### src/rtl/alt_vipvfr131_common_pkg.sv
// Shared definitions for the alt_vipvfr131 common blocks.
// Holds the trigger-queue FSM state encoding.
package alt_vipvfr131_common_pkg;

  typedef enum logic [1:0] {
    ST_IDLE = 2'd0,
    ST_REQ  = 2'd1,
    ST_BUSY = 2'd2
  } trig_state_e;

  function automatic logic stateIsReq(input trig_state_e s);
    return (s == ST_REQ);
  endfunction

  function automatic logic stateIsActive(input trig_state_e s);
    return (s != ST_IDLE);
  endfunction

endpackage

### src/rtl/alt_vipvfr131_common_trigger_queue.sv
// Counts synchronised trigger pulses and hands them one at a time to a
// downstream worker using a req/ack request and a done completion pulse.
module alt_vipvfr131_common_trigger_queue
  import alt_vipvfr131_common_pkg::*;
#(
  parameter int unsigned COUNT_WIDTH = 4
) (
  input  logic                   clock,
  input  logic                   rst_n,
  input  logic                   trigger_in,
  input  logic                   clear_in,
  output logic                   req_out,
  input  logic                   ack_in,
  input  logic                   done_in,
  output logic                   busy_out,
  output logic [COUNT_WIDTH-1:0] pending_out,
  output logic                   overflow_out
);

  localparam logic [COUNT_WIDTH-1:0] PendMax  = '1;
  localparam logic [COUNT_WIDTH-1:0] PendZero = '0;
  localparam logic [COUNT_WIDTH-1:0] PendOne  = {{(COUNT_WIDTH-1){1'b0}}, 1'b1};

  trig_state_e            state_q, state_d;
  logic [COUNT_WIDTH-1:0] pending_q, pending_d;
  logic                   overflow_q, overflow_d;
  logic                   req_q, busy_q;
  logic                   inc, transfer, hasWork;

  assign inc      = trigger_in & ~clear_in;
  assign transfer = stateIsReq(state_q) & ack_in;

  // Saturating counter: a trigger arriving at the ceiling is dropped and
  // flagged instead of wrapping; clear takes priority over everything.
  always_comb begin
    pending_d  = pending_q;
    overflow_d = overflow_q;
    if (clear_in) begin
      pending_d  = PendZero;
      overflow_d = 1'b0;
    end else if (inc && !transfer) begin
      if (pending_q == PendMax) begin
        overflow_d = 1'b1;
      end else begin
        pending_d = pending_q + PendOne;
      end
    end else if (!inc && transfer && (pending_q != PendZero)) begin
      pending_d = pending_q - PendOne;
    end
  end

  assign hasWork = (pending_d != PendZero);

  always_comb begin
    state_d = state_q;
    case (state_q)
      ST_IDLE: begin
        if (hasWork) begin
          state_d = ST_REQ;
        end
      end
      ST_REQ: begin
        // An accepted job always completes, even if clear arrives with the ack.
        if (transfer) begin
          state_d = ST_BUSY;
        end else if (clear_in) begin
          state_d = ST_IDLE;
        end
      end
      ST_BUSY: begin
        if (done_in) begin
          state_d = hasWork ? ST_REQ : ST_IDLE;
        end
      end
      default: state_d = ST_IDLE;
    endcase
  end

  always_ff @(posedge clock or negedge rst_n) begin
    if (!rst_n) begin
      state_q    <= ST_IDLE;
      pending_q  <= PendZero;
      overflow_q <= 1'b0;
      req_q      <= 1'b0;
      busy_q     <= 1'b0;
    end else begin
      state_q    <= state_d;
      pending_q  <= pending_d;
      overflow_q <= overflow_d;
      req_q      <= stateIsReq(state_d);
      busy_q     <= stateIsActive(state_d);
    end
  end

  assign req_out      = req_q;
  assign busy_out     = busy_q;
  assign pending_out  = pending_q;
  assign overflow_out = overflow_q;

endmodule

### config.mk
export PLATFORM = sky130hd
export DESIGN_NAME = alt_vipvfr131_common_trigger_queue
export DESIGN_NICKNAME = d
export VERILOG_FILES = /design/src/rtl/alt_vipvfr131_common_pkg.sv /design/src/rtl/alt_vipvfr131_common_trigger_queue.sv
export SDC_FILE = /design/constraint.sdc
export NUM_CORES = 1
export LEC_CHECK = 0
export ABC_AREA = 1
export BUFFER_PORTS_ARGS = -buffer_cell sky130_fd_sc_hd__buf_2
export CAP_MARGIN = 20
export CORE_UTILIZATION = 30
export CTS_CLUSTER_SIZE = 40
export DETAILED_ROUTE_END_ITERATION = 12
export SLEW_MARGIN = 20
export SYNTH_ARGS = -nofsm -noshare
export SYNTH_HDL_FRONTEND = slang
export SYNTH_SLANG_ARGS = --single-unit
### constraint.sdc
create_clock -name clock -period 1.7 [get_ports clock]
set_input_delay 0.085 -clock clock [delete_from_list [all_inputs] [get_ports clock]]
set_output_delay 0.085 -clock clock [all_outputs]
set_load 0.02 [all_outputs]
## After elaboration in Yosys (flattened, before gate mapping)

Index checks and enable logic that the tools add are counted.

- Bits in registers: 9
- Input bits: 6
- Word-level logic and storage cells: 39

- Add/sub/neg operators: 2
- Equality and inequality tests: 4
- Multiplexer cells: 13
- Bitwise gates (word level): 3
- Reduce and logical (&&, ||, !) cells: 12

Operators with widths:

| kind | number |
|---|---|
| 4-bit 2-to-1 mux | 4 |
| 2-bit 2-to-1 mux | 4 |
| 4-bit nonzero test | 2 |
| 2-bit case mux with 3 select lines | 1 |
| 2-bit nonzero test | 3 |
| 4-bit by 1-bit adder with 4-bit output (second input constant) | 1 |
| 2-bit by 1-bit equality test with 1-bit output (second input constant) | 2 |
| 4-bit equality test (second input constant) | 1 |
| 1-bit 2-to-1 mux | 4 |
| 4-bit by 1-bit subtractor with 4-bit output (second input constant) | 1 |
| 1-bit logical AND | 3 |
| 1-bit bitwise AND | 2 |
| 2-bit equality test (second input constant) | 1 |
| 1-bit zero test | 2 |
| 2-bit zero test | 1 |
| 2-bit AND reduction | 1 |
| 1-bit NOT | 1 |

## Depth between registers and ports, before layout

Gate-level depths: netlist of run 1.

- Depth after elaboration: 13
- Depth in mapped cells: 12
- Depth with buffers taken out: 12

## Least setup slack after synthesis of run 1

Ideal clock, no wire load.

- Path kind: reg2reg
- From: reg pending_q[0], in the netlist pending_out[0]
- To: reg busy_q, in the netlist busy_out
- Setup time: 126 ps
- Arrival: 1545 ps
- Slack: 30 ps
- Cell stages (with the launch flop): 13
- Path buffers: 0
- Path through: dfrtp_1 -> inv_1 -> ha_1 -> nand3_4 -> inv_1 -> nor2_1 -> nand2_1 -> nand2_1 -> nand2_1 -> nand2_2 -> nand2_2 -> o21bai_4 -> nand3_2

- Longest elaborated chain between the ends: 10

Ends and longest elaborated chain:

| what | line | RTL |
|---|---|---|
| start, declared | alt_vipvfr131_common_trigger_queue.sv:25 | `logic [COUNT_WIDTH-1:0] pending_q, pending_d;` |
| start signal, assigned | alt_vipvfr131_common_trigger_queue.sv:82 | `pending_q <= PendZero;` |
| start signal, assigned | alt_vipvfr131_common_trigger_queue.sv:88 | `pending_q <= pending_d;` |
| branches (longest 3 deep; another with 4-bit by 1-bit subtractor with 4-bit output) | -- |  |
| 4-bit 2-to-1 mux (*) | alt_vipvfr131_common_trigger_queue.sv:41 | `end else if (inc && !transfer) begin` |
| 4-bit 2-to-1 mux (*) | alt_vipvfr131_common_trigger_queue.sv:38 | `if (clear_in) begin` |
| 4-bit nonzero test (*) | alt_vipvfr131_common_trigger_queue.sv:52 | `assign hasWork = (pending_d != PendZero);` |
| 1-bit 2-to-1 mux | alt_vipvfr131_common_trigger_queue.sv:72 | `state_d = hasWork ? ST_REQ : ST_IDLE;` |
| 2-bit 2-to-1 mux | alt_vipvfr131_common_trigger_queue.sv:71 | `if (done_in) begin` |
| 2-bit case mux with 3 select lines (*) | alt_vipvfr131_common_trigger_queue.sv:56 | `case (state_q)` |
| 2-bit nonzero test (*) | alt_vipvfr131_common_pkg.sv:16 | `return (s != ST_IDLE);` |
| end signal, assigned | alt_vipvfr131_common_trigger_queue.sv:91 | `busy_q <= stateIsActive(state_d);` |
| end, declared | alt_vipvfr131_common_trigger_queue.sv:27 | `logic req_q, busy_q;` |

Mark *: on every way between the ends.
A chain may end at the register's enable or synchronous reset.

## Worst setup path after layout of run 1

Same ends and word-level chain as after synthesis.

==> results of run 1 <==
-- state kept, by name, summed over array words and instances, names as in the netlist --
| register | count |
|---|---|
| pending_out | 4 |
| state_q | 2 |
| overflow_out | 1 |
| busy_out | 1 |
| req_out | 1 |
-- stage by stage --
step / area [um2] / hold slack, ps
3_3_place_gp: 767 / -56.0
4_1_cts: 803 / 151
3_5_place_dp: 767 / -50.1
5_1_grt: 828 / 192
2_1_floorplan: 658 / -211
6_report: 828 / 154
-- placed cells by master (no fill, tap or decap) --
master / Yosys / final
nand4_1: 1 / 1
nand2_2: 6 / 6
a21oi_1: 1 / 1
nand3_4: 2 / 2
o21bai_4: 1 / 1
or2_2: 1 / 1
ha_1: 2 / 1
dlygate4sd3_1: 0 / 1
buf_2: 0 / 12
nand2_1: 19 / 19
inv_2: 2 / 2
inv_1: 14 / 14
xor2_1: 1 / 1
buf_4: 1 / 3
nand3_1: 9 / 8
o21ai_0: 3 / 3
nor2_2: 1 / 1
clkbuf_1: 0 / 1
xnor2_1: 2 / 1
nand2_4: 1 / 1
a31oi_1: 1 / 1
xnor2_2: 0 / 1
nor2_4: 1 / 1
nor2_1: 5 / 5
nand3_2: 2 / 3
clkbuf_4: 0 / 3
dfrtp_1: 9 / 9
ha_4: 0 / 1
-- power by group through the flow --
stage          Sequential (mW)  Clock, mW  Combinational [mW]
2_1_floorplan            0.378          0               0.362
3_3_place_gp             0.331          0               0.537
3_5_place_dp             0.331          0               0.543
4_1_cts                  0.328      0.175               0.548
5_1_grt                  0.339      0.185               0.629
6_report                 0.331      0.165               0.566
-- layer usage --
metal  GRT usage (%)  vias to the layer above
met5               0                        -
met1            15.3                      262
met2            20.8                       13
met3           0.935                        4
li1                -                      301
met4            10.3                        0
-- cell type report --
type | count | area (um2) | area share (%)
multi-input cells | 59 | 390 | 47.1
flip-flops and latches | 9 | 225 | 27.2
repair buffers | 16 | 92.6 | 11.2
inverters | 16 | 60.1 | 7.25
well taps | 27 | 33.8 | 4.08
clock buffers | 4 | 26.3 | 3.17
-- worst max path at each step --
stage | startpoint | end | slack [ps] | depth (start not counted)
after detailed placement | pending_out[1] | busy_out | 110 | 9
after CTS | pending_out[1] | busy_out | 90 | 9
after floorplan | pending_out[0] | busy_out | 30 | 12
after global routing | pending_out[0] | busy_out | 9 | 11
after global placement | pending_out[1] | busy_out | 100 | 9
final | pending_out[0] | busy_out | 150 | 11
-- timing repair --
item                                    in CTS  in global routing
endpoints found under the setup margin       0                  3
hold buffers                                 1                  0
hold endpoints to repair                     9                  0
gates resized for setup                      0                  4
-- kinds of logic (layout without fill, tap and decap cells) --
kind of cell / Yosys count / in the layout
compound gates: 6 / 6
xor+xnor: 3 / 3
fa+ha+maj: 2 / 2
buf+inv: 17 / 36
flops: 9 / 9
simple gates: 48 / 48
-- critical path, delay by kind of cell, from the launching register on --
kind	cells	cell delay (ps)
simple gates	8	590
fa+ha+maj	1	180
compound gates	1	130
buf+inv	1	130
flops	1	390
==> summary.md, run 1 <==
| Metric | Value |
|---|---|
| Status | `completed` |
| WHS Path Cells | `3` |
| Synth top area share | `34.2%` |
| Iter 0 DRT Violations | `4` |
| Post-synth top flop | `dfrtp_1` |
| RSZ-0062 raised after global routing | `no` |
| Top Metal Used | `met4` |
| CTS clk-pin slew, worst paths | `60 ps` |
| Sequential Power Share | `31.2%` |
| Slew HR | `77.8%` |
| Synth Area in Compound Gates | `6.84%` |
| Area delta synth->final | `25.9%` |
| GRT Overall Usage | `12.7%` |
| Final worst path period need | `1550 ps` |
| Final-stage net count | `approximately 110` |
| Synthesized area per cell | `7.74 um2` |
| Yosys cell types | `22` |
| CP Cell Sequence | `inv_1, ha_4, nand3_4, nand2_4, nand2_1, nand2_1, nand2_1, nand2_1, nand2_2, o21bai_4, nand3_2` |
| Crit-path max FO | `5` |
| Avg WL per Cell | `just over 10 um` |
| Hold EP | `state_q[1]` |
| Gate power share | `53.3%` |
| Largest cells by area after synthesis | `dfrtp_1, nand2_1, inv_1, nand3_1, nand2_2` |
| Critical Path Most Common Cell | `nand2_1` |
| Post-synth top cells | `nand2_1, inv_1, dfrtp_1, nand3_1, nand2_2` |
| ANT cells | `0` |
| CTS Buf Count | `3` |
| Final Non-Filler Cells | `131` |
| Rows | `16` |
| Die X | `48.8 um` |
| Slowest-stage cell, CP | `dfrtp_1` |
| Maxcap violations | `0` |
| Post-synth EDFFs | `0` |
| DIE AREA | `roughly 2400 um2` |
| Max IR drop VDD | `around 0.00074 V` |
| Synth Area in XOR/XNOR | `3.99%` |
| Core area | `2000 um2` |
| Hpwl dp | `about 1100 um` |
| Die height | `48.8 um` |
| Worst endpoint required time | `1840 ps` |
| Pint | `0.599 mW` |
| Period utilization | `approximately 90%` |
| Setup CP Type | `reg -> reg` |
| Antenna violations before repair | `0` |
| Worst setup margin | `151 ps` |
| FFs w/ async S/R, synth | `100%` |
| R2R depth | `11` |
| Max frequency | `0.646 GHz` |
| Pin count of the biggest net entering global routing | `10` |
| Hold/Removal Path Class | `in -> reg` |
| CP endpoint kind | `flop` |
| Gate Count Post-Synth | `85` |
| CTS tree | `built` |
| #FFs+latches synth | `9` |
| Cell accounting for the most synthesized area | `dfrtp_1` |
| Final setup skew | `3.93 ps` |
| Leak pwr | `0.474 nW` |
| Post-synthesis simple-gate area fraction | `40.9%` |
| Setup tns final | `0 ps` |
| Clock share of power | `15.5%` |
| Mapped Nets | `93` |
| Routed length on met2 | `649 um` |
| R2r startpoint | `pending_out[0]` |
| Adder-cell share of the synthesized area | `3.80%` |
| Vias per cell | `4.43` |
| Post-Syn Area | `658 um2` |
| Share of layout cells above drive strength 1 | `36.5%` |
| Worst hold start | `done_in` |
| Clock Tree Buf Depth | `2` |
| Initial Utilization | `32.9%` |
| Reg2Reg Setup Slack | `roughly 150 ps` |
| Post-CTS Setup Bufs | `0` |
| M1 wire length | `between 600 and 700 um` |
| Global-route wire length before repair | `2250 um` |
| GRT overflow | `0` |
| Detailed Route WL | `1350 um` |
| CP startpoint kind | `flop` |
| Pwr Total | `1.06 mW` |
| Placed cells | `approximately 130` |
| Sequential share of the synthesized area | `34.2%` |
| Net Sw Frac | `between 40% and 50%` |
| Vias | `580` |
| Clk Latency, worst-skew pair | `around 260 ps` |
| DRC Markers | `0` |
| H-tree depth | `1` |
| Yosys Warn Count | `0` |
| Pre-CTS setup slack | `around 110 ps` |
| Drt pass-1 iters | `4` |
| Multiplexer area fraction after synthesis | `0%` |
| Crit-path max cell delay | `390 ps` |
| Worst r2r dst | `busy_out` |
| Critical path arrival | `between 1500 and 2000 ps` |
| Final Util | `between 40 and 50%` |
| Routed Antenna Nets | `0` |
| Number of global-route vias before repair | `556` |
| Final hold vios | `0` |
| Largest family of logic cells by synthesized area | `simple AND/OR/NAND/NOR gates` |
| Sink Count | `9` |
| Final Max Slew Viols | `0` |
| Port bufs | `12` |
| Pin slew with the least headroom to its limit | `333 ps` |
| Root buf cell | `clkbuf_4` |
| Fillers | `218` |
| RD Place Congestion | `0.768` |
| # IOs | `13` |
| Switching pwr | `roughly 0.46 mW` |
| Most frequent cell after synthesis | `nand2_1` |
| Metal3 WL | `40 um` |
| Final setup fails | `0` |
| Pwr/cell area | `1280 nW/um2` |
Power figures use the tool's default switching activity.
==> inputs of run 2 (changes only) <==
--- a/config.mk
+++ b/config.mk
@@ -8,9 +8,10 @@
 export ABC_AREA = 1
 export BUFFER_PORTS_ARGS = -buffer_cell sky130_fd_sc_hd__buf_2
 export CAP_MARGIN = 20
-export CORE_UTILIZATION = 30
+export CORE_UTILIZATION = 50
 export CTS_CLUSTER_SIZE = 40
 export DETAILED_ROUTE_END_ITERATION = 12
+export PLACE_DENSITY = 0.73
 export SLEW_MARGIN = 20
 export SYNTH_ARGS = -nofsm -noshare
 export SYNTH_HDL_FRONTEND = slang
==> run 2 against run 1 <==
Compared with the run above:
- worst setup slack worse by 8.2 ps
- sequential power up 1%
- die area down 39%
- global-route usage up 11 points
- first-iteration DRC count rose to 2.5 times the previous value
- largest cell class unchanged
- highest routed layer unchanged
==> summary.md, run 2 (synthesis gave the netlist of run 1 again) <==
| Metric | Value |
|---|---|
| Status | `completed` |
| Flip-flop count of the largest register after layout | `4 (unchanged)` |
| Net Sw Frac | `44.7% (+1.2 points)` |
| Area delta synth->final | `22.2%` |
| Routed Antenna Nets | `0 (unchanged)` |
| Pwr Total | `1.07 mW (+1.2%)` |
| Rows | `12 (-4)` |
| Die height | `38.3 um (-22%)` |
| Die X | `38.3 um (-22%)` |
| Vias | `592 (+2.1%)` |
| Iter 0 DRT Violations | `10 (+6)` |
| Final setup skew | `0.930 ps (-3.00 ps)` |
| Fillers | `101 (-54%)` |
| Period utilization | `91.6% (+0.48 points)` |
| Pre-CTS setup slack | `101 ps (-4.29 ps)` |
| Top Metal Used | `met4` |
| Commonest non-fill, non-tap cells in the layout | `nand2_1, inv_1, buf_2` |
| ANT cells | `0 (unchanged)` |
| Worst setup margin | `143 ps (-8.16 ps)` |
| Setup tns final | `0 ps (unchanged)` |
| Antenna violations before repair | `0 (unchanged)` |
| Final hold vios | `0 (unchanged)` |
| CP startpoint kind | `flop` |
| Detailed Route WL | `1420 um (+5.3%)` |
| Final worst path period need | `1560 ps (+8.16 ps)` |
| Slew HR | `78.3% (+0.50 points)` |
| CTS clk-pin slew, worst paths | `60 ps (about the same)` |
| Max IR drop VDD | `0.000781 V (+5.9%)` |
| Final-stage net count | `113 (unchanged)` |
| Drt pass-1 iters | `3 (-1)` |
| Metal3 WL | `57 um (+43%)` |
| Multi-input logic area | `383 um2 (-1.9%)` |
| Final setup fails | `0 (unchanged)` |
| GRT overflow | `0 (unchanged)` |
| Leak pwr | `0.468 nW (-1.4%)` |
| Pin slew with the least headroom to its limit | `325 ps (-7.47 ps)` |
| RD Place Congestion | `0.895 (+17%)` |
| Avg WL per Cell | `12.1 um (+17%)` |
| Gate power share | `52.5% (-0.8 points)` |
| Global-route wire length before repair | `2300 um (+2.1%)` |
| Number of global-route vias before repair | `577 (+3.8%)` |
| Setup CP Type | `reg -> reg` |
| DRC Markers | `0 (unchanged)` |
| # IOs | `13 (unchanged)` |
| Placed Area | `751 um2 (-2.1%)` |
| Pin count of the biggest net entering global routing | `10 (unchanged)` |
| Storage cell area | `225 um2 (unchanged)` |
| Worst endpoint required time | `1860 ps (+20 ps)` |
| Maxcap violations | `0 (unchanged)` |
| Hpwl dp | `1100 um (+1.7%)` |
| Crit-path max FO | `5 (unchanged)` |
| Hold/Removal Path Class | `in -> reg` |
| Clock Tree Buf Depth | `2 (unchanged)` |
| RSZ-0062 raised after global routing | `no` |
| Root buf cell | `clkbuf_4` |
| M1 wire length | `643 um (+4.4%)` |
| GRT Overall Usage | `23.7% (+11 points)` |
| Routed length on met2 | `702 um (+8.2%)` |
| Core area | `1170 um2 (-42%)` |
| Vias per cell | `5.02 (+13%)` |
| Clock share of power | `16.3% (+0.8 points)` |
| Critical path arrival | `1710 ps (+20 ps)` |
| Initial Utilization | `56.2% (+23 points)` |
| Port bufs | `12 (unchanged)` |
| Share of layout cells above drive strength 1 | `35.6% (-0.96 points)` |
| Sink Count | `9 (unchanged)` |
| Switching pwr | `0.481 mW (+4.0%)` |
| Final Cell Area | `805 um2 (-2.9%)` |
| CTS Buf Count | `3 (unchanged)` |
| Most common cell after layout, fill and taps aside | `nand2_1` |
| Clk Latency, worst-skew pair | `270 ps (about the same)` |
| Max frequency | `0.642 GHz (-0.52%)` |
| Pint | `0.593 mW (-0.95%)` |
| DIE AREA | `1470 um2 (-39%)` |
| H-tree depth | `1 (unchanged)` |
| Pwr/cell area | `1330 nW/um2 (+4.2%)` |
| Sequential Power Share | `31.2% (about the same)` |
| CP endpoint kind | `flop` |
| Final Max Slew Viols | `0 (unchanged)` |
| CTS tree | `built` |
-- run 2: cell counts in the layout (fill, tap and decap cells not counted) --
No cell type changed its count.
-- run 2: worst paths after layout --
path,startpoint,to,slack [ps],depth (start not counted)
setup reg to reg,pending_out[0],busy_out,140,11
min in group asynchronous,rst_n,pending_out[2],190,2
hold reg to reg,overflow_out,overflow_out,520,2
setup / recovery,pending_out[0],busy_out,140,11
max in group asynchronous,rst_n,busy_out,1330,2
hold / removal,done_in,state_q[1],130,3
-- run 2: what timing repair did --
item	CTS	global route
buffers inserted	0	0
hold buffers	1	0
endpoints found under the setup margin	0	3
hold endpoints to repair	9	0
gates resized for setup	0	3
-- run 2: area by class of cell --
type                            count  area share, %
Multi-Input combinational cell     59           47.6
Sequential cell                     9           28.0
Timing Repair Buffer               16           11.5
Inverter                           16           7.47
Clock buffer                        4           3.27
Tap cell                           14           2.18
-- run 2: critical path, stage by stage (launching register included) --
cell,delay (ps)
dfrtp_1,390
inv_1,120
ha_4,180
nand3_4,100
nand2_4,110
nand2_1,50
nand2_1,50
nand2_1,50
nand2_1,100
nand2_2,80
o21bai_4,130
nand3_2,70
-- run 2: power by group through the flow --
stage          clock network [mW]  registers (mW)  logic [mW]
4_1_cts                     0.180           0.332       0.547
3_5_place_dp                    0           0.335       0.543
2_1_floorplan                   0           0.378       0.362
6_report                    0.175           0.335       0.564
3_3_place_gp                    0           0.332       0.533
5_1_grt                     0.193           0.341       0.627
-- run 2: metrics by stage --
step           utilization [%]  hold WS, ps  cells
4_1_cts                   67.2          133    118
2_1_floorplan                -         -211     85
5_1_grt                   68.7          146    118
3_3_place_gp              64.1        -62.7    113
6_report                  68.7          134    118
3_5_place_dp              64.1        -51.5    113
-- run 2: metal layers --
layer	global-route usage, %	up-vias
li1	-	301
met1	27.0	275
met2	40.3	14
met3	8.72	2
met4	8.04	0
met5	0	-
==> inputs of run 3 (changes only) <==
--- a/config.mk
+++ b/config.mk
@@ -6,12 +6,11 @@
 export NUM_CORES = 1
 export LEC_CHECK = 0
 export ABC_AREA = 1
-export BUFFER_PORTS_ARGS = -buffer_cell sky130_fd_sc_hd__buf_2
 export CAP_MARGIN = 20
-export CORE_UTILIZATION = 50
+export CORE_UTILIZATION = 28
 export CTS_CLUSTER_SIZE = 40
 export DETAILED_ROUTE_END_ITERATION = 12
-export PLACE_DENSITY = 0.73
+export DONT_BUFFER_PORTS = 1
 export SLEW_MARGIN = 20
 export SYNTH_ARGS = -nofsm -noshare
 export SYNTH_HDL_FRONTEND = slang
==> run 3 against run 2 <==
Compared with the run above:
- clock skew increased by 0.82 ps
- die area increased by 74%
- critical path depth unchanged
- cell count increased by 6.8%
==> summary.md, run 3 (synthesis gave the netlist of run 1 again) <==
| Metric | Value |
|---|---|
| Worst endpoint required time | `1850 ps (about the same)` |
| Pwr Total | `1.05 mW (-2.4%)` |
| Most common cell after layout, fill and taps aside | `nand2_1` |
| CP startpoint kind | `flop` |
| H-tree depth | `1 (unchanged)` |
| R2R depth | `11 (unchanged)` |
| Clock Tree Buf Depth | `2 (unchanged)` |
| Die X | `50.5 um (+32%)` |
| Final worst path period need | `1590 ps (+29.7 ps)` |
| Crit path capture | `busy_out` |
| Final-stage net count | `107 (-5.3%)` |
| Number of global-route vias before repair | `550 (-4.7%)` |
| Max IR drop VDD | `0.000799 V (+2.3%)` |
| Commonest non-fill, non-tap cells in the layout | `nand2_1, inv_1, nand3_1, dfrtp_1, buf_4` |
| Slew HR | `72.6% (-5.7 points)` |
| Sink Count | `9 (unchanged)` |
| Critical path arrival | `1730 ps (+20 ps)` |
| Hpwl dp | `1120 um (+2.2%)` |
| Maxcap violations | `0 (unchanged)` |
| Worst r2r dst | `busy_out` |
| Antenna violations before repair | `0 (unchanged)` |
| Crit-path max cell delay | `410 ps (+20 ps)` |
| Status | `completed` |
| Core area | `2210 um2 (+89%)` |
| CTS Buf Count | `3 (unchanged)` |
| Clk Latency, worst-skew pair | `260 ps (about the same)` |
| Period utilization | `93.4% (+1.7 points)` |
| DIE AREA | `2550 um2 (+74%)` |
| Reg2Reg Setup Slack | `110 ps (-30 ps)` |
| Final setup skew | `1.75 ps (+0.824 ps)` |
| Final Util | `36.7% (-32 points)` |
| CP Cell Sequence | `inv_1, ha_4, nand3_4, nand2_4, nand2_1, nand2_1, nand2_1, nand2_1, nand2_2, o21bai_4, nand3_2` |
| Pin count of the biggest net entering global routing | `10 (unchanged)` |
| Pin slew with the least headroom to its limit | `410 ps (+84.5 ps)` |
| Crit-path max FO | `5 (unchanged)` |
| Iter 0 DRT Violations | `15 (+5)` |
| # IOs | `13 (unchanged)` |
| CP endpoint kind | `flop` |
| Rows | `17 (+5)` |
| Hold/Removal Path Class | `in -> reg` |
| Critical Path Most Common Cell | `nand2_1` |
| Max frequency | `0.630 GHz (-1.9%)` |
| Global-route wire length before repair | `2250 um (-2.1%)` |
| Final Max Slew Viols | `0 (unchanged)` |
| Storage cell area | `226 um2 (+0.56%)` |
| GRT overflow | `0 (unchanged)` |
| Initial Utilization | `29.8% (-26 points)` |
| Pre-CTS setup slack | `-12.0 ps (-113 ps)` |
| Flip-flop count of the largest register after layout | `4 (unchanged)` |
| Crit path from | `pending_out[0]` |
| Final setup fails | `0 (unchanged)` |
| Detailed Route WL | `1480 um (+3.6%)` |
| DRC Markers | `0 (unchanged)` |
| Vias | `593 (+0.17%)` |
| Routed Antenna Nets | `0 (unchanged)` |
| Slowest-stage cell, CP | `dfrtp_1` |
| Leak pwr | `0.443 nW (-5.3%)` |
| Area delta synth->final | `23.2%` |
| Multi-input logic area | `383 um2 (unchanged)` |
| CTS tree | `built` |
| Vias per cell | `4.71 (-6.2%)` |
| ANT cells | `0 (unchanged)` |
| Final hold vios | `0 (unchanged)` |
| Fillers | `243 (+140%)` |
| Root buf cell | `clkbuf_4` |
| R2r startpoint | `pending_out[0]` |
| Pwr/cell area | `1290 nW/um2 (-3.1%)` |
| Port bufs | `0 (-12)` |
| Drt pass-1 iters | `3 (unchanged)` |
| Worst hold margin | `8.74 ps (-126 ps)` |
| Share of layout cells above drive strength 1 | `31.6% (-3.9 points)` |
| CTS clk-pin slew, worst paths | `60 ps (about the same)` |
| Die height | `50.5 um (+32%)` |
| Avg WL per Cell | `11.7 um (-3.0%)` |
| Worst setup margin | `113 ps (-29.7 ps)` |
| GRT Overall Usage | `12.3% (-11 points)` |
| RD Place Congestion | `0.805 (-10%)` |
| Setup CP Type | `reg -> reg` |
-- run 3: worst min-delay path by stage --
stage / slack (ps) / startpoint / depth (start not counted) / end
2_1_floorplan: -210 / rst_n / 0 / busy_out
3_3_place_gp: -210 / rst_n / 0 / state_q[1]
3_5_place_dp: -210 / rst_n / 0 / busy_out
4_1_cts: 6 / clear_in / 3 / pending_out[0]
5_1_grt: 10 / clear_in / 3 / pending_out[0]
6_report: 9 / clear_in / 3 / pending_out[0]
-- run 3: stage by stage --
stage | TNS, ps | area [um2] | std cells
after floorplan | 0 | 658 | 85
after global placement | 0 | 723 | 117
after detailed placement | -27.5 | 723 | 117
after CTS | 0 | 771 | 123
after global routing | -3.38 | 811 | 126
final | 0 | 811 | 126
-- run 3: area by class of cell --
type / count / share of cell area (%)
Multi-Input combinational cell: 59 / 47.2
Sequential cell: 9 / 27.9
Tap cell: 28 / 4.32
Inverter: 16 / 7.41
Clock buffer: 4 / 3.24
Timing Repair Buffer: 10 / 9.88
-- run 3: what timing repair did --
action | in CTS | in global routing
endpoints found under the setup margin | 3 | 3
pin swaps | 0 | 0
setup buffers | 0 | 3
hold buffers | 2 | 0
gates resized for setup | 1 | 4
hold endpoints to repair | 10 | 0
gates cloned | 0 | 0
-- run 3: worst max-delay path: cells and delay by family (launching register included) --
family | cells | cell delay (ps)
simple gates | 8 | 610
flops | 1 | 410
fa+ha+maj | 1 | 180
buf+inv | 1 | 140
compound gates | 1 | 140
-- run 3: per-layer routing --
| metal | up-vias | wire length (um) | GRT usage, % |
|---|---|---|---|
| met3 | 4 | 62 | 3.03 |
| met1 | 286 | 649 | 14.7 |
| li1 | 291 | - | - |
| met5 | - | 0 | 0 |
| met4 | 0 | 29 | 9.26 |
| met2 | 12 | 735 | 18.9 |
-- run 3: report_power, final --
group | switching (mW) | internal (mW) | leakage [nW]
Sequential | 0.0927 | 0.279 | 0.115
Clock | 0.0736 | 0.0904 | 0.0150
Combinational | 0.293 | 0.219 | 0.313
